**config.mk**
```make
export PLATFORM = sky130hd
export DESIGN_NAME = cmp_result_tracker
export DESIGN_NICKNAME = d
export VERILOG_FILES = /design/src/rtl/cmp_result_tracker.sv
export SDC_FILE = /design/constraint.sdc
export NUM_CORES = 1
export LEC_CHECK = 0
export CORE_MARGIN = 2
export CORE_UTILIZATION = 52
export DETAILED_ROUTE_END_ITERATION = 10
export GPL_ROUTABILITY_DRIVEN = 0
export GPL_TIMING_DRIVEN = 0
export PLACE_DENSITY = 0.88
export SYNTH_ARGS = -nofsm -noshare
export SYNTH_HDL_FRONTEND = slang
export SYNTH_SLANG_ARGS = --single-unit
```
**constraint.sdc**
```tcl
create_clock -name clk -period 2.4 [get_ports clk]
set_clock_uncertainty 0.05 [all_clocks]
set_input_delay 0.48 -clock clk [delete_from_list [all_inputs] [get_ports clk]]
set_output_delay 0.48 -clock clk [all_outputs]
set_load 0.03 [all_outputs]
```
**src/rtl/cmp_result_tracker.sv**
```systemverilog
// cmp_result_tracker: saturating counts and EQ-run lock detection on comparator results
module cmp_result_tracker #(
    parameter int CNT_W      = 8,
    parameter int LOCK_LEN   = 4,
    parameter int UNLOCK_LEN = 2
) (
    input  logic             clk,
    input  logic             rst_n,
    input  logic             en,
    input  logic             clr,
    input  logic             r_valid,
    input  logic [2:0]       R,
    output logic [CNT_W-1:0] gt_cnt,
    output logic [CNT_W-1:0] eq_cnt,
    output logic [CNT_W-1:0] lt_cnt,
    output logic             locked,
    output logic             lock_pulse,
    output logic             unlock_pulse,
    output logic             err
);
    typedef enum logic [1:0] {IDLE, SEARCH, LOCKED} state_t;

    state_t           state_q, state_d;
    logic [CNT_W-1:0] gt_cnt_q, gt_cnt_d, eq_cnt_q, eq_cnt_d, lt_cnt_q, lt_cnt_d;
    logic [3:0]       eq_run_q, eq_run_d, ne_run_q, ne_run_d;
    logic             lock_pulse_q, lock_pulse_d, unlock_pulse_q, unlock_pulse_d;
    logic             err_q, err_d;
    logic             is_gt, is_eq, is_lt;

    assign is_gt = R == 3'b100;
    assign is_eq = R == 3'b010;
    assign is_lt = R == 3'b001;

    always_comb begin
        state_d        = state_q;
        gt_cnt_d       = gt_cnt_q;
        eq_cnt_d       = eq_cnt_q;
        lt_cnt_d       = lt_cnt_q;
        eq_run_d       = eq_run_q;
        ne_run_d       = ne_run_q;
        err_d          = err_q;
        lock_pulse_d   = 1'b0;
        unlock_pulse_d = 1'b0;
        if (clr) begin
            state_d  = en ? SEARCH : IDLE;
            gt_cnt_d = '0;
            eq_cnt_d = '0;
            lt_cnt_d = '0;
            eq_run_d = '0;
            ne_run_d = '0;
            err_d    = 1'b0;
        end else if (state_q == IDLE) begin
            state_d = en ? SEARCH : IDLE;
        end else if (!en) begin
            state_d  = IDLE;
            eq_run_d = '0;
            ne_run_d = '0;
        end else if (r_valid) begin
            if (is_gt && gt_cnt_q != '1) gt_cnt_d = gt_cnt_q + CNT_W'(1);
            if (is_eq && eq_cnt_q != '1) eq_cnt_d = eq_cnt_q + CNT_W'(1);
            if (is_lt && lt_cnt_q != '1) lt_cnt_d = lt_cnt_q + CNT_W'(1);
            if (!(is_gt || is_eq || is_lt)) err_d = 1'b1;
            if (is_eq) begin
                // eq_run keeps counting while LOCKED but must not wrap back to a lock value
                eq_run_d = (eq_run_q == 4'hf) ? eq_run_q : eq_run_q + 4'd1;
                ne_run_d = '0;
                if (state_q == SEARCH && eq_run_q + 4'd1 == 4'(LOCK_LEN)) begin
                    state_d      = LOCKED;
                    eq_run_d     = '0;
                    lock_pulse_d = 1'b1;
                end
            end else begin
                eq_run_d = '0;
                if (state_q == LOCKED) begin
                    ne_run_d = ne_run_q + 4'd1;
                    if (ne_run_q + 4'd1 == 4'(UNLOCK_LEN)) begin
                        state_d        = SEARCH;
                        ne_run_d       = '0;
                        unlock_pulse_d = 1'b1;
                    end
                end
            end
        end
    end

    always_ff @(posedge clk) begin
        if (!rst_n) begin
            state_q        <= IDLE;
            gt_cnt_q       <= '0;
            eq_cnt_q       <= '0;
            lt_cnt_q       <= '0;
            eq_run_q       <= '0;
            ne_run_q       <= '0;
            err_q          <= 1'b0;
            lock_pulse_q   <= 1'b0;
            unlock_pulse_q <= 1'b0;
        end else begin
            state_q        <= state_d;
            gt_cnt_q       <= gt_cnt_d;
            eq_cnt_q       <= eq_cnt_d;
            lt_cnt_q       <= lt_cnt_d;
            eq_run_q       <= eq_run_d;
            ne_run_q       <= ne_run_d;
            err_q          <= err_d;
            lock_pulse_q   <= lock_pulse_d;
            unlock_pulse_q <= unlock_pulse_d;
        end
    end

    assign gt_cnt       = gt_cnt_q;
    assign eq_cnt       = eq_cnt_q;
    assign lt_cnt       = lt_cnt_q;
    assign locked       = state_q == LOCKED;
    assign lock_pulse   = lock_pulse_q;
    assign unlock_pulse = unlock_pulse_q;
    assign err          = err_q;
endmodule

```
# Word level (Yosys, flattened, before mapping)
# Cells that the tools add are included.
word_totals:
  out_inout_bits: 28
  mem_bits_rw: 0
  memories: 0
  register_bits: 37
  romBits: 0
  latch_bits: 0
  input_bits: 8
  word_cells: 77
op_classes:
  n_mux: 21
  mul: 0
  div_mod_pow: 0
  n_shift: 0
  bitwise_logic: 7
  n_eq_ne: 18
  reduce_logical: 17
  order_cmp: 0
  addsub: 5
op_table:
  columns: ["cell", "count"]
  rows:
  - ["$mux W4", 10]
  - ["$add A8 B1 Y8 const B", 3]
  - ["$ne A8 B8 Y1 const B", 3]
  - ["$reduce_and A4 Y1", 5]
  - ["$mux W2", 8]
  - ["$ne A5 B1 Y1 const B", 2]
  - ["$add A4 B1 Y4 const B", 2]
  - ["$not A1 Y1", 7]
  - ["$reduce_or A7 Y1", 1]
  - ["$reduce_and A3 Y1", 2]
  - ["$reduce_or A6 Y1", 1]
  - ["$ne A5 B3 Y1 const B", 1]
  - ["$eq A4 B2 Y1 const B", 1]
  - ["$eq A4 B3 Y1 const B", 1]
  - ["$eq A4 B4 Y1 const B", 1]
  - ["$logic_and A1 B1 Y1", 4]
  - ["$ne A4 B1 Y1 const B", 1]
  - ["$ne A4 B3 Y1 const B", 1]
  - ["$eq A3 B1 Y1 const B", 1]
  - ["$eq A3 B2 Y1 const B", 1]
  - ["$eq A3 B3 Y1 const B", 1]
  - ["$mux W1", 3]
  - ["$ne A3 B1 Y1 const B", 1]
  - ["$eq A2 B1 Y1 const B", 1]
  - ["5 further kinds", 6]

# Longest topological paths before layout
# Gate-level depths: netlist of run 1.
depth:
  word_depth: 9
  ltp_mapped: 5
  depth_no_buf: 5

# Worst setup path after synthesis of run 1
# OpenSTA, ideal clock, no wires.
synth_timing:
  path_kind: "input -> register"
  startpoint: "in R[2]"
  endpoint: "reg ne_run_q[1]"
  path_buffers: 0
  setup_time_ps: 117
  required_time_ps: 2233
  path_stages: 3
  arrival_time_ps: 1621
  path_slack_ps: 611
  cell_sequence: "or3b_2 > a311o_1 > a32o_1"
synth_between:
  elab_chain_len: 4
  elab_cells_between_ends: 6
  classes_between: "eq/ne (2); mux (3); reduce/logical (1)"
synth_rtl:
  columns: ["element", "line_no", "text"]
  rows:
  - ["from (decl)", "12", "input logic [2:0] R,"]
  - ["$eq A3 B2 Y1 *", "31", "assign is_eq = R == 3'b010;"]
  - ["$mux W4", "63", "if (is_eq) begin"]
  - ["$mux W4", "58", "end else if (r_valid) begin"]
  - ["$mux W4", "54", "end else if (!en) begin"]
  - ["to (signal assigned)", "103", "ne_run_q <= ne_run_d;"]
  - ["to (decl)", "25", "logic [3:0] eq_run_q, eq_run_d, ne_run_q, ne_run_d;"]
# Mark *: on every way between the ends. The rest lies on a longest branch, timed or not. The select of a mux whose other input is x is not followed.
# A chain may end at the register's enable or synchronous reset.

# Worst setup path after layout of run 1
layout_timing:
  startpoint: "in R[1]"
  endpoint: "reg eq_cnt_q[7], in the netlist eq_cnt[7]"
layout_between:
  elab_chain_len: 3
layout_rtl:
  columns: ["element", "line_no", "text"]
  rows:
  - ["$eq A3 B2 Y1", "31", null]
  - ["$logic_and A1 B1 Y1", "60", "if (is_eq && eq_cnt_q != '1) eq_cnt_d = eq_cnt_q + CNT_W'(1);"]
  - ["$reduce_and A4 Y1 (no line)", null, null]
  - ["to (signal assigned)", "100", "eq_cnt_q <= eq_cnt_d;"]
  - ["to (decl)", "24", "logic [CNT_W-1:0] gt_cnt_q, gt_cnt_d, eq_cnt_q, eq_cnt_d, lt_cnt_q, lt_cnt_d;"]
# No other way between the ends.

==> results.txt, run 1 <==
Initial drt markers: 173
Final worst-path cycle share: 96.2%
Worst-path clk slew: 0.07 ns
Worst-margin pin slew: 0.530 ns
Register area: 741 sq um
Worst-Skew Late Latency: 0.30 ns
Cell variety after synth: 56
Clock sinks: 37
FMAX: 0.433 GHz
Mean Syn Cell Area: 8.54 sq um
Worst R2R Path Depth: 4
CP Capture Type: flip-flop
RSZ-0062 raised after global routing: no
Via count: 1,966
Setup CP Type: primary input to flip-flop
Core Region: 3660 sq um
Die ar.: 4320 sq um
First-pass GRT wire length: 7700 microns
GRT overflow: 0
Ys flop type: dfxtp_1
Rows: 22
# hold bufs at CTS: 0
Number of buffers created by CTS: 5
Vias in the first global route: 1,775
Wire per inst: 14.4 microns
Antenna viol nets, final: 0
Max Cap Viol: 0
Area of the multi-input gates: 1210 sq um
1st-pass router iterations: 4
Setup TNS: 0 ns
Largest net degree at the start of global routing: 12
H-tree depth: 2
Filler cells: 302
Crit path time final: 2.31 ns
Via density: 6.09
Ys async rst share: 0%
Maximum clock path buffer count: 2
Pwr Density: 476 nW/um^2
CTS tree: built
Mapped Cells: 232
Final setup vio count: 0
# port buffers: 35
FF+latch count, synth: 37
Syn_nets: 246
Number of remaining DRC errors: 0
Worst hold path type: flip-flop to flip-flop
Startpoint Class: primary input
Post-synth EDFFs: 0
Post-CTS setup buffer count: 0
Status: finished, final reports clean
Leakage: 0.803 nW
Post-DP HPWL: 3330 microns
Sequential fraction of the synthesis area: 37.4%
Worst endpoint required time: 2.58 ns
Relative slew slack: 64.5%
Nets@finish: 288
Gr usage total: 22.9%
I/O pins: 36
Fin. Hold Viols: 0
Initial Util: 54.1%
Share of layout cells above drive strength 1: 6.55%
Worst vdd ir: 0.388 mV
Yosys warnings: 0
Die height: 65.7 microns
Design area: 2510 sq um
Final slew viol count: 0
Syn Std Cell Area: 1980 sq um
Hold WS: 0.440 ns
Chip width: 65.7 microns
Drt total wl: 4640 microns
Area post-placement: 2390 sq um
WHS Path Cells: 1
Clock Tree Root: clkbuf_8
# diodes: 0
CP max FO: 8
CP arrival: 2.49 ns
Antenna violations before repair: 0
Area Overhead vs Synth: 26.6%
Cells after DPL: 315
Finished Layout Cells: 323
==> routing by layer <==
layer  wire [microns]  up-vias  part of all wire, %  track usage [%]
met5                0        -                    0                0
met4               67        0                  1.4             7.29
met3              293        6                  6.3             6.16
met2             2180       56                   47             37.1
met1             2100      927                   45             29.4
li1                 -      977                    -                -
==> path summary, 6_finish.rpt <==
check                  start   endpoint  slack [ns]
setup / recovery        R[1]  eq_cnt[7]        0.09
hold / removal           err        err        0.44
setup reg to reg  state_q[1]  gt_cnt[5]        0.51
hold reg to reg          err        err        0.44
==> per-stage QoR <==
stage | utilization, % | setup slack [ns] | power [mW]
detailed placement | 65.3 | -0.191 | 0.720
CTS | 68.1 | 0.119 | 1.20
global placement | 65.3 | -0.144 | 0.720
global route | 68.5 | 0.0232 | 1.24
floorplan | - | 0.611 | 0.686
finish | 68.5 | 0.0910 | 1.19
==> state kept, by name, summed over array words and instances, names as in the netlist <==
name          count
err               1
state_q           2
eq_cnt            8
unlock_pulse      1
gt_cnt            8
lock_pulse        1
lt_cnt            8
eq_run_q          4
ne_run_q          4
==> critical path, cell delays in order <==
cell and delay, ns:
clkdlybuf4s50_1 0.62, nor3b_4 0.49, o311ai_4 0.23, or4_1 0.51
a21oi_1 0.16
==> cells in the final DEF, fill, tap and decap left out, types with 5 or more instances in the layout <==
cell	count
or3_1	11
nand2b_1	5
nand3_1	12
a21oi_1	23
nor2_1	14
nand2_1	21
dfxtp_1	37
nand4_1	9
o21ai_0	13
ha_1	6
clkdlybuf4s50_1	35
clkbuf_8	7
nor3_1	5
==> final cells by class <==
type / instances / share of cell area (%)
clock inverter: 1 / 0.200
tap: 48 / 2.40
sequential: 37 / 29.5
multi-input combinational: 185 / 48.4
inverter: 4 / 0.599
buffer: 6 / 1.10
clock buffer: 7 / 3.84
timing repair buffer: 35 / 14.0
==> repair_timing <==
action	CTS	global route
setup endpoints to repair	0	1
resized for setup	0	2
endpoints found under the hold margin	0	0
==> cell families after synthesis <==
| kind of cell | Yosys count | share of synthesized area [%] |
|---|---|---|
| xor gates and xnor gates | 4 | 1.77 |
| DFF | 37 | 37.4 |
| adders and majority gates | 6 | 3.79 |
| muxes | 2 | 1.01 |
| and+or+nand+nor | 106 | 31.0 |
| buffers and inverters | 10 | 2.15 |
| AOI/OAI and AO/OA | 67 | 22.9 |
==> cell usage after synthesis (2+ instances only) <==
cell / n / share of area (%)
o311ai_0: 2 / 0.88
inv_1: 4 / 0.76
nor4b_1: 2 / 0.88
or4_1: 4 / 1.5
a211oi_1: 2 / 0.76
o2111ai_1: 2 / 0.88
clkbuf_1: 4 / 0.76
xor2_1: 3 / 1.3
o21a_1: 2 / 0.76
o31ai_1: 4 / 1.5
nor4_1: 2 / 0.63
and2_1: 2 / 0.63
o21ai_0: 13 / 3.3
nand2_1: 21 / 4.0
nor3_1: 5 / 1.3
dfxtp_1: 37 / 37
and4_1: 2 / 0.88
a21oi_1: 23 / 5.8
nor2_1: 14 / 2.7
nor2b_1: 2 / 0.63
nand4_1: 9 / 2.8
or3_1: 11 / 3.5
nand2b_1: 5 / 1.6
and3_1: 3 / 0.95
o211ai_1: 2 / 0.76
nand4b_1: 3 / 1.3
ha_1: 6 / 3.8
mux2i_1: 2 / 1.0
nand3_1: 12 / 3.0
o41ai_1: 2 / 0.88
o211a_1: 2 / 1.0
==> where the power goes <==
part,internal (mW),leakage [nW],switching [mW],total (mW)
Combinational,0.0341,0.450,0.0556,0.0896
Clock,0.259,0.0542,0.226,0.485
Sequential,0.616,0.298,0.00323,0.619
Total,0.910,0.803,0.284,1.19
Note: power is estimated with default switching activity, not from simulation.
==> inputs of run 2 (changes only) <==
--- a/config.mk
+++ b/config.mk
@@ -5,6 +5,7 @@
 export SDC_FILE = /design/constraint.sdc
 export NUM_CORES = 1
 export LEC_CHECK = 0
+export CORE_ASPECT_RATIO = 0.5
 export CORE_MARGIN = 2
 export CORE_UTILIZATION = 52
 export DETAILED_ROUTE_END_ITERATION = 10
==> run 2 against run 1 <==
- flip-flop and latch count is the same
- register-to-register slack got worse by 0.06 ns
- maximum frequency rose by 0.80%
- core utilization grew 2.8 points
- count of clock-buffer cells in the layout is the same
- sequential share of layout area is 0.23 points lower
- global-route usage increased by 0.72 points
- worst setup slack improved by 0.018 ns
- routed wire length rose by 5.9%
==> results.txt, run 2 (synthesis gave the netlist of run 1 again) <==
Status: finished, final reports clean
Most common cell after layout, fill and taps aside: dfxtp_1
Worst R2R Path Depth: 4
Fin. Hold Viols: 0
1st-pass router iterations: 5
Initial Util: 55.8%
Antenna viol nets, final: 0
Hold path start: err
Via count: 2,029
# port buffers: 35
Relative slew slack: 63.6%
Commonest cells after routing, fill and taps aside: 37 x dfxtp_1, 35 x clkdlybuf4s50_1, 23 x a21oi_1, 21 x nand2_1, 14 x nor2_1
R2R Path End: gt_cnt[5]
Core Region: 3550 sq um
Wire per inst: 15.0 microns
Worst endpoint required time: 2.57 ns
Final WS setup: 0.109 ns
CP Capture Type: flip-flop
WHS Path Cells: 1
Leakage: 0.818 nW
Delay-heaviest family, CP: simple AND/OR/NAND/NOR gates
Area post-placement: 2390 sq um
Dpl ws: -0.227 ns
Area Overhead vs Synth: 27.6%
FMAX: 0.437 GHz
Clock sinks: 37
RSZ-0062 raised after global routing: no
Final core occ: 71.3%
Final slew viol count: 0
Startpoint Class: primary input
Setup CP Type: primary input to flip-flop
Cells after DPL: 318
Max incr delay on CP: 0.62 ns
Maximum clock path buffer count: 2
Critical Path Slowest Stage Cell: clkdlybuf4s50_1
Initial drt markers: 110
Largest net degree at the start of global routing: 12
Post-DP HPWL: 3410 microns
# diodes: 0
CP arrival: 2.46 ns
Setup TNS: 0 ns
CP Buf/Inv Count: 1
Die height: 47.6 microns
First-pass GRT wire length: 7960 microns
Worst hold path type: flip-flop to flip-flop
Gr usage total: 23.6%
Vias in the first global route: 1,758
Crit path time final: 2.29 ns
Rows: 15
Max Cap Viol: 0
Power, Total: 1.27 mW
Worst vdd ir: 0.251 mV
Crit. Startpoint: r_valid
Final setup vio count: 0
Finished Layout Cells: 328
RR Startpoint: state_q[1]
I/O pins: 36
Sink of the worst hold path: err
Via density: 6.19
Worst-Skew Late Latency: 0.29 ns
Clock Tree Root: clkbuf_8
Worst-path clk slew: 0.07 ns
Crit path cell chain: clkdlybuf4s50_1 -> o211ai_2 -> or4_4 -> or4_1 -> a21oi_1
Register-to-register setup slack: 0.45 ns
Drt total wl: 4920 microns
CP max FO: 7
Worst-margin pin slew: 0.544 ns
Chip width: 91.3 microns
CTS tree: built
Nets@finish: 290
Share of layout cells above drive strength 1: 6.86%
Hold WS: 0.420 ns
Design area: 2530 sq um
Number of buffers created by CTS: 5
Number of remaining DRC errors: 0
Antenna violations before repair: 0
Pwr Density: 504 nW/um^2
Final worst-path cycle share: 95.4%
Die ar.: 4350 sq um
H-tree depth: 2
GRT overflow: 0
-- run 2: cell count changes in the layout (fill, tap and decap cells not counted) --
cell / delta
o311ai_2: +1
bufinv_16: +1
buf_4: +2
o311ai_4: -1
clkbuf_2: +1
clkinv_2: -1
clkbuf_8: -1
nor3b_1: +1
nor3b_2: -1
-- run 2: how the worst max path moves through the flow --
stage,endpoint,slack [ns],cells after the start
global placement,eq_cnt[7],-0.13,5
finish,gt_cnt[5],0.11,5
global route,gt_cnt[7],0.008,5
CTS,eq_cnt[7],0.08,5
detailed placement,eq_cnt[7],-0.23,5
floorplan,ne_run_q[1],0.61,3
-- run 2: metal layers --
metal  track usage [%]  part of all wire [%]  vias to the layer above
met5                 0                     0                        -
met4              10.0                   1.5                        0
met3              5.67                   6.1                        9
met2              42.8                    48                       70
met1              28.6                    44                      967
li1                  -                     -                      983
-- run 2: layout make-up --
type | instances | area [sq um]
inverters | 4 | 15.0
repair buffers | 37 | 365
flip-flops and latches | 37 | 741
multi-input cells | 185 | 1200
plain buffers | 6 | 28.8
clock inverters | 1 | 30.0
well taps | 51 | 63.8
clock buffers | 7 | 86.3
fillers | 259 | 1020
-- run 2: power by group --
part	internal [mW]	switching, mW	leakage [nW]
Sequential	0.616	0.00427	0.298
Clock	0.339	0.224	0.0585
Combinational	0.0356	0.0557	0.462
Total	0.990	0.284	0.818
-- run 2: what timing repair did --
| item | CTS | global route |
|---|---|---|
| buffers inserted | 0 | 2 |
| gates resized for setup | 0 | 2 |
| hold endpoints to repair | 0 | 0 |
| setup endpoints to repair | 0 | 2 |
| hold buffers | 0 | 0 |
